File: config.mk
export PLATFORM = sky130hd
export DESIGN_NAME = fetch_flat
export DESIGN_NICKNAME = d
export VERILOG_FILES = /design/src/rtl/fetch_if.sv /design/src/rtl/fetch.sv /design/src/flat_wrapper.sv
export SDC_FILE = /design/constraint.sdc
export NUM_CORES = 1
export LEC_CHECK = 0
export ABC_AREA = 1
export CORE_UTILIZATION = 56
export DETAILED_ROUTE_END_ITERATION = 10
export PLACE_DENSITY = 0.95
export SLEW_MARGIN = 10
export SYNTH_ARGS = -nofsm -noshare
export SYNTH_HDL_FRONTEND = slang
export SYNTH_SLANG_ARGS = --single-unit
File: constraint.sdc
create_clock -name clk -period 14.4 [get_ports clk]
set_input_delay 4.32 -clock clk [delete_from_list [all_inputs] [get_ports clk]]
set_output_delay 4.32 -clock clk [all_outputs]
set_load 0.01 [all_outputs]
File: src/rtl/fetch_if.sv
// Fetch stage interface: pipeline control into fetch, fetch-to-decode/imem outputs.
// The master side is the fetch stage; the slave side is the pipeline around it.
interface fetch_if;
  logic        clk_en;
  logic        stall;
  logic        halt;
  logic        redirect;
  logic [31:0] redirect_pc;
  logic [31:0] mem_addr;
  logic [31:0] pc_out;
  logic        bubble_out;
  logic [7:0]  exc_out;
  logic [31:0] fetch_count;

  modport master (
    input  clk_en, stall, halt, redirect, redirect_pc,
    output mem_addr, pc_out, bubble_out, exc_out, fetch_count
  );

  modport slave (
    output clk_en, stall, halt, redirect, redirect_pc,
    input  mem_addr, pc_out, bubble_out, exc_out, fetch_count
  );
endinterface

File: src/rtl/fetch.sv
// Instruction-fetch stage. Holds the fetch PC (driven straight out as the imem address)
// and registers pc/bubble/exc so they line up with the word memory returns one cycle later.
// Optional feature: define FETCH_MISALIGN_EXC_EN to raise exception 8'h83 on a misaligned
// fetch and park in a fault state until redirected; otherwise redirect targets are
// word-aligned by clearing bits [1:0].
module fetch #(
  parameter logic [31:0] RESET_PC = 32'h0000_0000
) (
  input logic    clk,
  input logic    rst,
  fetch_if.master bus
);

  typedef enum logic [0:0] {StRun, StFault} state_e;

  state_e      r_state,       w_state_nxt;
  logic [31:0] r_fetch_pc,    w_fetch_pc_nxt;
  logic [31:0] r_pc_out,      w_pc_out_nxt;
  logic        r_bubble,      w_bubble_nxt;
  logic [7:0]  r_exc,         w_exc_nxt;
  logic [31:0] r_count,       w_count_nxt;
  logic        r_pend_valid,  w_pend_valid_nxt;
  logic [31:0] r_pend_pc,     w_pend_pc_nxt;
  logic [31:0] w_target;
  logic        w_misaligned;

  // Redirect target: a live redirect wins over one parked during halt.
  always_comb begin
    w_target = bus.redirect ? bus.redirect_pc : r_pend_pc;
`ifdef FETCH_MISALIGN_EXC_EN
    w_misaligned = (r_fetch_pc[1:0] != 2'b00);
`else
    w_target[1:0] = 2'b00;
    w_misaligned  = 1'b0;
`endif
  end

  // Next-state: priority halt > redirect > pending redirect > stall > issue.
  always_comb begin
    w_state_nxt      = r_state;
    w_fetch_pc_nxt   = r_fetch_pc;
    w_pc_out_nxt     = r_pc_out;
    w_bubble_nxt     = r_bubble;
    w_exc_nxt        = r_exc;
    w_count_nxt      = r_count;
    w_pend_valid_nxt = r_pend_valid;
    w_pend_pc_nxt    = r_pend_pc;
    if (bus.clk_en) begin
      if (bus.halt) begin
        // Park a redirect seen during halt; the latest one wins.
        if (bus.redirect) begin
          w_pend_valid_nxt = 1'b1;
          w_pend_pc_nxt    = bus.redirect_pc;
        end
      end else if (bus.redirect || r_pend_valid) begin
        w_fetch_pc_nxt   = w_target;
        w_bubble_nxt     = 1'b1;
        w_exc_nxt        = 8'h00;
        w_state_nxt      = StRun;
        w_pend_valid_nxt = 1'b0;
      end else if (!bus.stall) begin
        unique case (r_state)
          StRun: begin
            w_pc_out_nxt = r_fetch_pc;
            w_bubble_nxt = 1'b0;
            if (w_misaligned) begin
              // Report the faulting address once, then hold PC until redirected.
              w_exc_nxt   = 8'h83;
              w_state_nxt = StFault;
            end else begin
              w_exc_nxt      = 8'h00;
              w_fetch_pc_nxt = r_fetch_pc + 32'd4;
              w_count_nxt    = r_count + 32'd1;
            end
          end
          StFault: begin
            w_bubble_nxt = 1'b1;
            w_exc_nxt    = 8'h00;
          end
          default: begin
            w_state_nxt = StRun;
          end
        endcase
      end
    end
  end

  // State register with asynchronous reset; reset also drops any parked redirect.
  always_ff @(posedge clk or posedge rst) begin
    if (rst) begin
      r_state      <= StRun;
      r_fetch_pc   <= RESET_PC;
      r_pc_out     <= 32'h0;
      r_bubble     <= 1'b1;
      r_exc        <= 8'h00;
      r_count      <= 32'h0;
      r_pend_valid <= 1'b0;
      r_pend_pc    <= 32'h0;
    end else begin
      r_state      <= w_state_nxt;
      r_fetch_pc   <= w_fetch_pc_nxt;
      r_pc_out     <= w_pc_out_nxt;
      r_bubble     <= w_bubble_nxt;
      r_exc        <= w_exc_nxt;
      r_count      <= w_count_nxt;
      r_pend_valid <= w_pend_valid_nxt;
      r_pend_pc    <= w_pend_pc_nxt;
    end
  end

  assign bus.mem_addr    = r_fetch_pc;
  assign bus.pc_out      = r_pc_out;
  assign bus.bubble_out  = r_bubble;
  assign bus.exc_out     = r_exc;
  assign bus.fetch_count = r_count;

endmodule

File: src/flat_wrapper.sv
// flat-port wrapper written by rule: the top's interface ports become plain ports
module fetch_flat 
#(
  parameter logic [31:0] RESET_PC = 32'h0000_0000
)
  (clk, rst, bus_clk_en, bus_stall, bus_halt, bus_redirect, bus_redirect_pc, bus_mem_addr, bus_pc_out, bus_bubble_out, bus_exc_out, bus_fetch_count);
  fetch_if bus_i ();
  input logic clk;
  input logic rst;
  input wire logic [$bits(bus_i.clk_en)-1:0] bus_clk_en;
  input wire logic [$bits(bus_i.stall)-1:0] bus_stall;
  input wire logic [$bits(bus_i.halt)-1:0] bus_halt;
  input wire logic [$bits(bus_i.redirect)-1:0] bus_redirect;
  input wire logic [$bits(bus_i.redirect_pc)-1:0] bus_redirect_pc;
  output wire logic [$bits(bus_i.mem_addr)-1:0] bus_mem_addr;
  output wire logic [$bits(bus_i.pc_out)-1:0] bus_pc_out;
  output wire logic [$bits(bus_i.bubble_out)-1:0] bus_bubble_out;
  output wire logic [$bits(bus_i.exc_out)-1:0] bus_exc_out;
  output wire logic [$bits(bus_i.fetch_count)-1:0] bus_fetch_count;
  assign bus_i.clk_en = bus_clk_en;
  assign bus_i.stall = bus_stall;
  assign bus_i.halt = bus_halt;
  assign bus_i.redirect = bus_redirect;
  assign bus_i.redirect_pc = bus_redirect_pc;
  assign bus_mem_addr = bus_i.mem_addr;
  assign bus_pc_out = bus_i.pc_out;
  assign bus_bubble_out = bus_i.bubble_out;
  assign bus_exc_out = bus_i.exc_out;
  assign bus_fetch_count = bus_i.fetch_count;
  fetch #(.RESET_PC(RESET_PC)) u_core (.clk(clk), .rst(rst), .bus(bus_i));
endmodule
==> results of run 1 <==
## through the flow
stage          setup slack, ps  power [mW]  cells
6_report                  7670        1.30   1228
5_1_grt                   7340        1.36   1228
4_1_cts                   7700        1.30   1228
3_5_place_dp              7250       0.804   1196
3_3_place_gp              7300       0.793   1196
2_1_floorplan             6780       0.632    961
## layout make-up
class	count	area, um2
Clock buffer	22	474
Clock inverter	10	210
Fill cell	886	3140
Inverter	99	375
Multi-Input combinational cell	695	3170
Sequential cell	124	3100
Tap cell	147	184
Timing Repair Buffer	131	1300
## tightest hold or removal path, cell delays in order (launching register included)
cell,delay (ps)
dfstp_2,370
nand2_1,50
nand2_1,50
## metal layers
layer	GRT usage	vias to the layer above	wire length, um
met5	0	-	0
met3	0.0718	54	1210
met2	0.486	297	8680
met4	0.151	0	610
li1	-	3189	-
met1	0.391	2982	7610
## power by group
| part | switching (mW) | total, mW | internal (mW) |
|---|---|---|---|
| Sequential | 0.0674 | 0.484 | 0.416 |
| Clock | 0.153 | 0.491 | 0.338 |
| Combinational | 0.172 | 0.324 | 0.152 |
## logic make-up (layout without fill, tap and decap cells)
family | count (synthesis) | in the layout | synth area share
xor gates and xnor gates | 18 | 18 | 0.0230
and+or+nand+nor | 529 | 529 | 0.329
adders and majority gates | 2 | 2 | 0.00366
DFF | 124 | 124 | 0.454
other | 1 | 12 | 0.000548
muxes | 2 | 2 | 0.00293
AOI/OAI and AO/OA | 132 | 132 | 0.0982
buffers and inverters | 142 | 262 | 0.0889
## worst paths after layout
path                            slack (ps)                    endpoint  cells after the start
worst max register to register       11690  u_core.bus.fetch_count[23]                      9
worst min-delay path                   470       u_core.bus.bubble_out                      2
worst max-delay path                  7670  u_core.bus.fetch_count[23]                     10
min in group asynchronous             4290   u_core.bus.fetch_count[3]                      2
max in group asynchronous             8690        u_core.r_pend_pc[24]                      3
worst min register to register         470       u_core.bus.bubble_out                      2
## cells in the final DEF (no fill, tap or decap), types with 2 or more instances in the layout
| master | count |
|---|---|
| nor3_1 | 5 |
| nor2_2 | 4 |
| mux2i_1 | 2 |
| o21ai_0 | 102 |
| nand2_1 | 328 |
| xor2_1 | 15 |
| clkinvlp_4 | 4 |
| nand2_2 | 4 |
| nor2_1 | 115 |
| bufinv_16 | 6 |
| conb_1 | 12 |
| clkbuf_1 | 2 |
| nor2_8 | 2 |
| ha_1 | 2 |
| nand2_4 | 2 |
| nand3b_1 | 8 |
| xnor2_1 | 3 |
| clkdlybuf4s50_1 | 127 |
| o22ai_1 | 5 |
| clkbuf_16 | 17 |
| nand4_1 | 6 |
| clkbuf_8 | 3 |
| nand3_1 | 44 |
| dfrtp_1 | 123 |
| nor2_4 | 7 |
| inv_1 | 96 |
| o21ai_1 | 9 |
| buf_4 | 3 |
| a21oi_1 | 14 |
## flip-flops by register name, summed over array words and instances (netlist names)
signal / cells
u_core.bus.fetch_count: 32
u_core.bus.bubble_out: 1
u_core.bus.pc_out: 30
u_core.r_pend_pc: 30
u_core.bus.mem_addr: 30
u_core.r_pend_valid: 1
==> results.tsv, run 1 <==
stage	metric	value	unit
cts	cts hold-fix bufs	0	
detailed_routing	Routed Wire Length	18.1	mm
detailed_routing	drt wl/cell	14.7	um
setup_path	Setup CP Type	in2reg	
setup_path	Worst Setup Start Kind	input pin	
floorplan	Ports	143	
cts	Post-CTS Setup Inserts	0	
yosys	Synth Flop Type	dfrtp_1	
cts	Clk Latency, worst-skew pair	420	ps
detailed_routing	vias	6522	
cts	clk slew on worst S/H paths	60	ps
cts	CTS buffer count	17	
layout	final instance area	8820	um2
global_route	vias in the first global route	6188	
floorplan	Die Footprint	12700	um2
floorplan	height of the die	113	um
placed_design	gpl congestion	0.942	
setup_path	CP Max Fanout	69	
power	peak supply drop	110	uV
cts	clock buffer depth	2	
cts	H-tree Lvls	4	
placed_design	Cell Area, Placed	8130	um2
detailed_routing	DRC	0	
setup_path	CP Cell Sequence	buf_2 > nor2_4 > buf_4 > nand2_4 > clkinv_2 > nand2_1 > nor2_2 > nand3_1 > nand2_1 > inv_1	
setup_path	Setup crit start	bus_redirect	
global_route	gr ovfl total	0	
min_path	HP Start	u_core.bus.bubble_out	
global_route	initial antenna violation count	0	
setup_path	CP max stage delay	480	ps
layout	nets	1108	
yosys	count of different cell masters after synthesis	35	
detailed_routing	DR pass1 iterations	8	
global_route	first-pass GRT wire length	29.9	mm
setup_path	Worst Path Required	14720	ps
setup_path	Top delay family on crit path	simple AND/OR/NAND/NOR gates	
yosys	Avg Inst Size Synth	7.20	um2
floorplan	Die X-Extent	113	um
global_route	largest net degree at the start of global routing	84	
sta	Fin Hold WS	472	ps
sta	crit share post-route	0.467	
yosys	count leader, synth	nand2_1	
sta	Worst Max-Slew Pin Slew	1020	ps
sta	final hold viol count	0	
placed_design	hpwl dp	12.7	mm
yosys	Synth Register Bits	124	
setup_path	Worst Path Arrival	7050	ps
power	PwrDens	147	nW/um2
cts	# clock sinks	124	
detailed_routing	post-route ant nets	0	
layout	Final Util	0.737	
global_route	GR Util All Layers	0.305	
setup_path	CP dominant cell by count	nand2_1	
sta	final slew viol count	0	
floorplan	Starting Density	0.572	
yosys	Synth Instances	950	
sta	Fin Setup TNS	0	ps
yosys	Seq/Total Area, Yosys	0.454	
yosys	Commonest cells post-synth	nand2_1 (328), dfrtp_1 (123), nor2_1 (115)	
yosys	EDFF count, synth	0	
sta	skew final	6.58	ps
sta	unrepaired setup endpoints after global routing	no	
detailed_routing	via/cell ratio	5.31	
sta	Peak Freq	149	MHz
cts	CTS tree	done	
layout	share of layout cells above drive strength 1	0.0564	
detailed_routing	drt initial violations	620	
cts	clock tree root buffer cell	clkbuf_16	
yosys	Yosys top cell by area	dfrtp_1	
layout	Synth-to-Final Area Change	28.9	%
sta	minimum clock period	6730	ps
yosys	area fraction of the dominant cell type after synthesis	0.450	
floorplan	Row Count	40	
yosys	Mapped Area	6840	um2
flow_run	MaxCap Viol Count	0	
min_path	Hold Path Class	reg2reg	
yosys	ys async rst share	1.00	
setup_path	Worst Setup End Kind	flip-flop	
cts	post_cts resized	0	
setup_path	FF-to-FF Start	u_core.r_pend_valid	
floorplan	floorplan core area	12000	um2
layout	diode count	0	
setup_path	Slowest-stage cell, CP	nor2_4	
yosys	yosys synthesis warning count	0	
yosys	synth top area cells	dfrtp_1 (45%), nand2_1 (18%), o21ai_0 (7.5%)	
sta	Worst slew margin	0.319	
run_status	status	finished, final reports clean	
setup_path	worst path bufs/invs	4	
placed_design	# port buffers	128	
power	LEAKAGE	4.18	nW
sta	final setup violation count	0	
(Power assumes the default switching activity.)
==> run 2: changes to the inputs <==
CORE_UTILIZATION = 52   (was 56)
PLACE_DENSITY = 0.9   (was 0.95)
clock period = 6.3 ns   (was 14.4 ns; I/O delays follow)
==> run 2 against run 1 <==
Sequential share of layout area is 0.24 points higher. Utilization down 4.9 points. Critical path type unchanged. Non-clock buffer count grew 1. Highest routed layer unchanged. Wire length grew 0.87%. Critical endpoint is now u_core.bus.fetch_count[12].
==> results.tsv, run 2 (synthesis gave the netlist of run 1 again) <==
stage	metric	value	unit	change
layout	Post-Layout Cell Count	1254		+2.1%
detailed_routing	met3 wire len	1.20	mm	-1.2%
sta	final worst slack	2360	ps	-5310 ps
placed_design	# port buffers	128		unchanged
cts	clk slew on worst S/H paths	60	ps	about the same
floorplan	Die Footprint	13600	um2	+7.6%
detailed_routing	post-route ant nets	0		unchanged
cts	# clock sinks	124		unchanged
setup_path	Worst Setup End Kind	flip-flop		
detailed_routing	drt initial violations	738		+19%
detailed_routing	max layer used	met4		
cts	cts hold-fix bufs	0		unchanged
global_route	initial antenna violation count	0		unchanged
detailed_routing	drt wl/cell	14.6	um	-1.2%
setup_path	Setup CP Type	in2reg		
global_route	gr ovfl total	0		unchanged
sta	final slew viol count	0		unchanged
floorplan	Row Count	41		+2.5%
setup_path	Worst Path Arrival	4240	ps	-2810 ps
layout	nets	1109		+0.090%
detailed_routing	Post-Route M1 WL	7.93	mm	+4.2%
min_path	Hold Path Class	reg2reg		
layout	most frequent cells in the layout	nand2_1 (328), clkdlybuf4s50_1 (127), dfrtp_1 (123)		
global_route	GR Util All Layers	0.287		-0.0180
floorplan	Die X-Extent	117	um	+3.7%
placed_design	worst slack at placement	1950	ps	-5300 ps
global_route	vias in the first global route	6134		-0.87%
setup_path	CP Cell Sequence	buf_2 > nor2_4 > nand2_4 > clkinv_2 > nand3b_4 > nor2_1 > xor2_1		
detailed_routing	met2 wire length	8.67	mm	-0.14%
sta	Worst Max-Slew Pin Slew	870	ps	-152 ps
sta	Fin Hold WS	473	ps	+0.786 ps
detailed_routing	via/cell ratio	5.16		-2.9%
sta	final hold viol count	0		unchanged
setup_path	Top delay family on crit path	simple AND/OR/NAND/NOR gates		
power	peak supply drop	226	uV	+110%
setup_path	Slowest-stage cell, CP	buf_2		
sta	Fin Setup TNS	0	ps	unchanged
power	PwrDens	321	nW/um2	+120%
cts	CTS buffer count	17		unchanged
setup_path	CP max stage delay	660	ps	+180 ps
sta	unrepaired setup endpoints after global routing	no		
layout	most common cell after layout, fill and taps aside	nand2_1		
layout	max reg flops	32		unchanged
detailed_routing	DR pass1 iterations	6		-2
layout	share of layout cells above drive strength 1	0.0591		+0.00272
floorplan	Ports	143		unchanged
cts	Post-CTS Setup Inserts	0		unchanged
cts	Clk Latency, worst-skew pair	420	ps	about the same
cts	H-tree Lvls	4		unchanged
layout	diode count	0		unchanged
cts	CTS tree	done		
sta	final setup violation count	0		unchanged
floorplan	Starting Density	0.538		-0.0342
floorplan	floorplan core area	12700	um2	+6.4%
cts	clock tree root buffer cell	clkbuf_16		
detailed_routing	DRC	0		unchanged
global_route	largest net degree at the start of global routing	70		-17%
floorplan	height of the die	117	um	+3.7%
sta	minimum clock period	3940	ps	
placed_design	hpwl dp	12.9	mm	+1.8%
setup_path	Worst Setup Start Kind	input pin		
detailed_routing	Routed Wire Length	18.3	mm	+0.87%
setup_path	CP Max Fanout	69		unchanged
setup_path	worst path bufs/invs	2		-2
placed_design	placed cells	1222		+2.2%
flow_run	MaxCap Viol Count	0		unchanged
global_route	first-pass GRT wire length	29.7	mm	-0.53%
placed_design	gpl congestion	0.942		about the same
sta	Peak Freq	254	MHz	
sta	skew final	8.04	ps	+1.46 ps
sta	Worst slew margin	0.420		+0.101
layout	Final Util	0.689		-0.0487
run_status	status	finished, final reports clean		
cts	clock buffer depth	2		unchanged
cts	post_cts resized	0		unchanged
setup_path	Worst Path Required	6600	ps	-8120 ps
power	LEAKAGE	4.14	nW	-0.96%
layout	Synth-to-Final Area Change	28.0	%	
sta	crit share post-route	0.626		
detailed_routing	vias	6465		-0.87%
run 2: cell count changes in the layout (fill, tap and decap cells not counted), sizes merged:
| cell | change |
|---|---|
| clkbuf | -4 |
| clkinvlp | +1 |
| clkinv | +7 |
| bufinv | -4 |
| buf | +1 |
run 2: where the power goes:
group	leakage, nW	internal (mW)	total (mW)	switching (mW)
Sequential	1.56	0.951	1.11	0.154
Combinational	2.30	0.348	0.744	0.396
Clock	0.274	0.591	0.966	0.375
run 2: final cells by class:
class	count	area (um2)
clock buffers	18	439
clock inverters	14	148
fillers	1037	3960
inverters	99	375
multi-input cells	695	3170
flip-flops and latches	124	3100
well taps	172	215
repair buffers	132	1310
run 2: path summary, 6_finish.rpt:
kind	start	to	slack, ps	cells after the start
max in group asynchronous	rst	u_core.bus.mem_addr[19]	3500	3
setup / recovery	bus_redirect	u_core.bus.fetch_count[12]	2360	7
setup reg to reg	u_core.r_pend_valid	u_core.bus.mem_addr[14]	4050	8
hold / removal	u_core.bus.bubble_out	u_core.bus.bubble_out	470	2
min in group asynchronous	rst	u_core.bus.mem_addr[2]	1830	2
hold reg to reg	u_core.bus.bubble_out	u_core.bus.bubble_out	470	2
run 2: per-stage QoR:
step / cell area, um2 / power, mW
after floorplan: 6880 / 1.45
after global placement: 8170 / 1.81
after detailed placement: 8170 / 1.84
after CTS: 8760 / 2.82
after global routing: 8760 / 2.96
final: 8760 / 2.82
run 2: worst reg2reg max path, delay by kind of cell (launching register included):
kind,cells,cell delay [ps]
AND/OR/NAND/NOR,5,1180
flip-flops,1,410
buffers and inverters,2,380
AO/OA/AOI/OAI,1,170
run 2: metal layers:
layer	vias up	track usage
met2	250	0.461
met1	2980	0.368
li1	3189	-
met4	0	0.124
met3	46	0.0727
met5	-	0
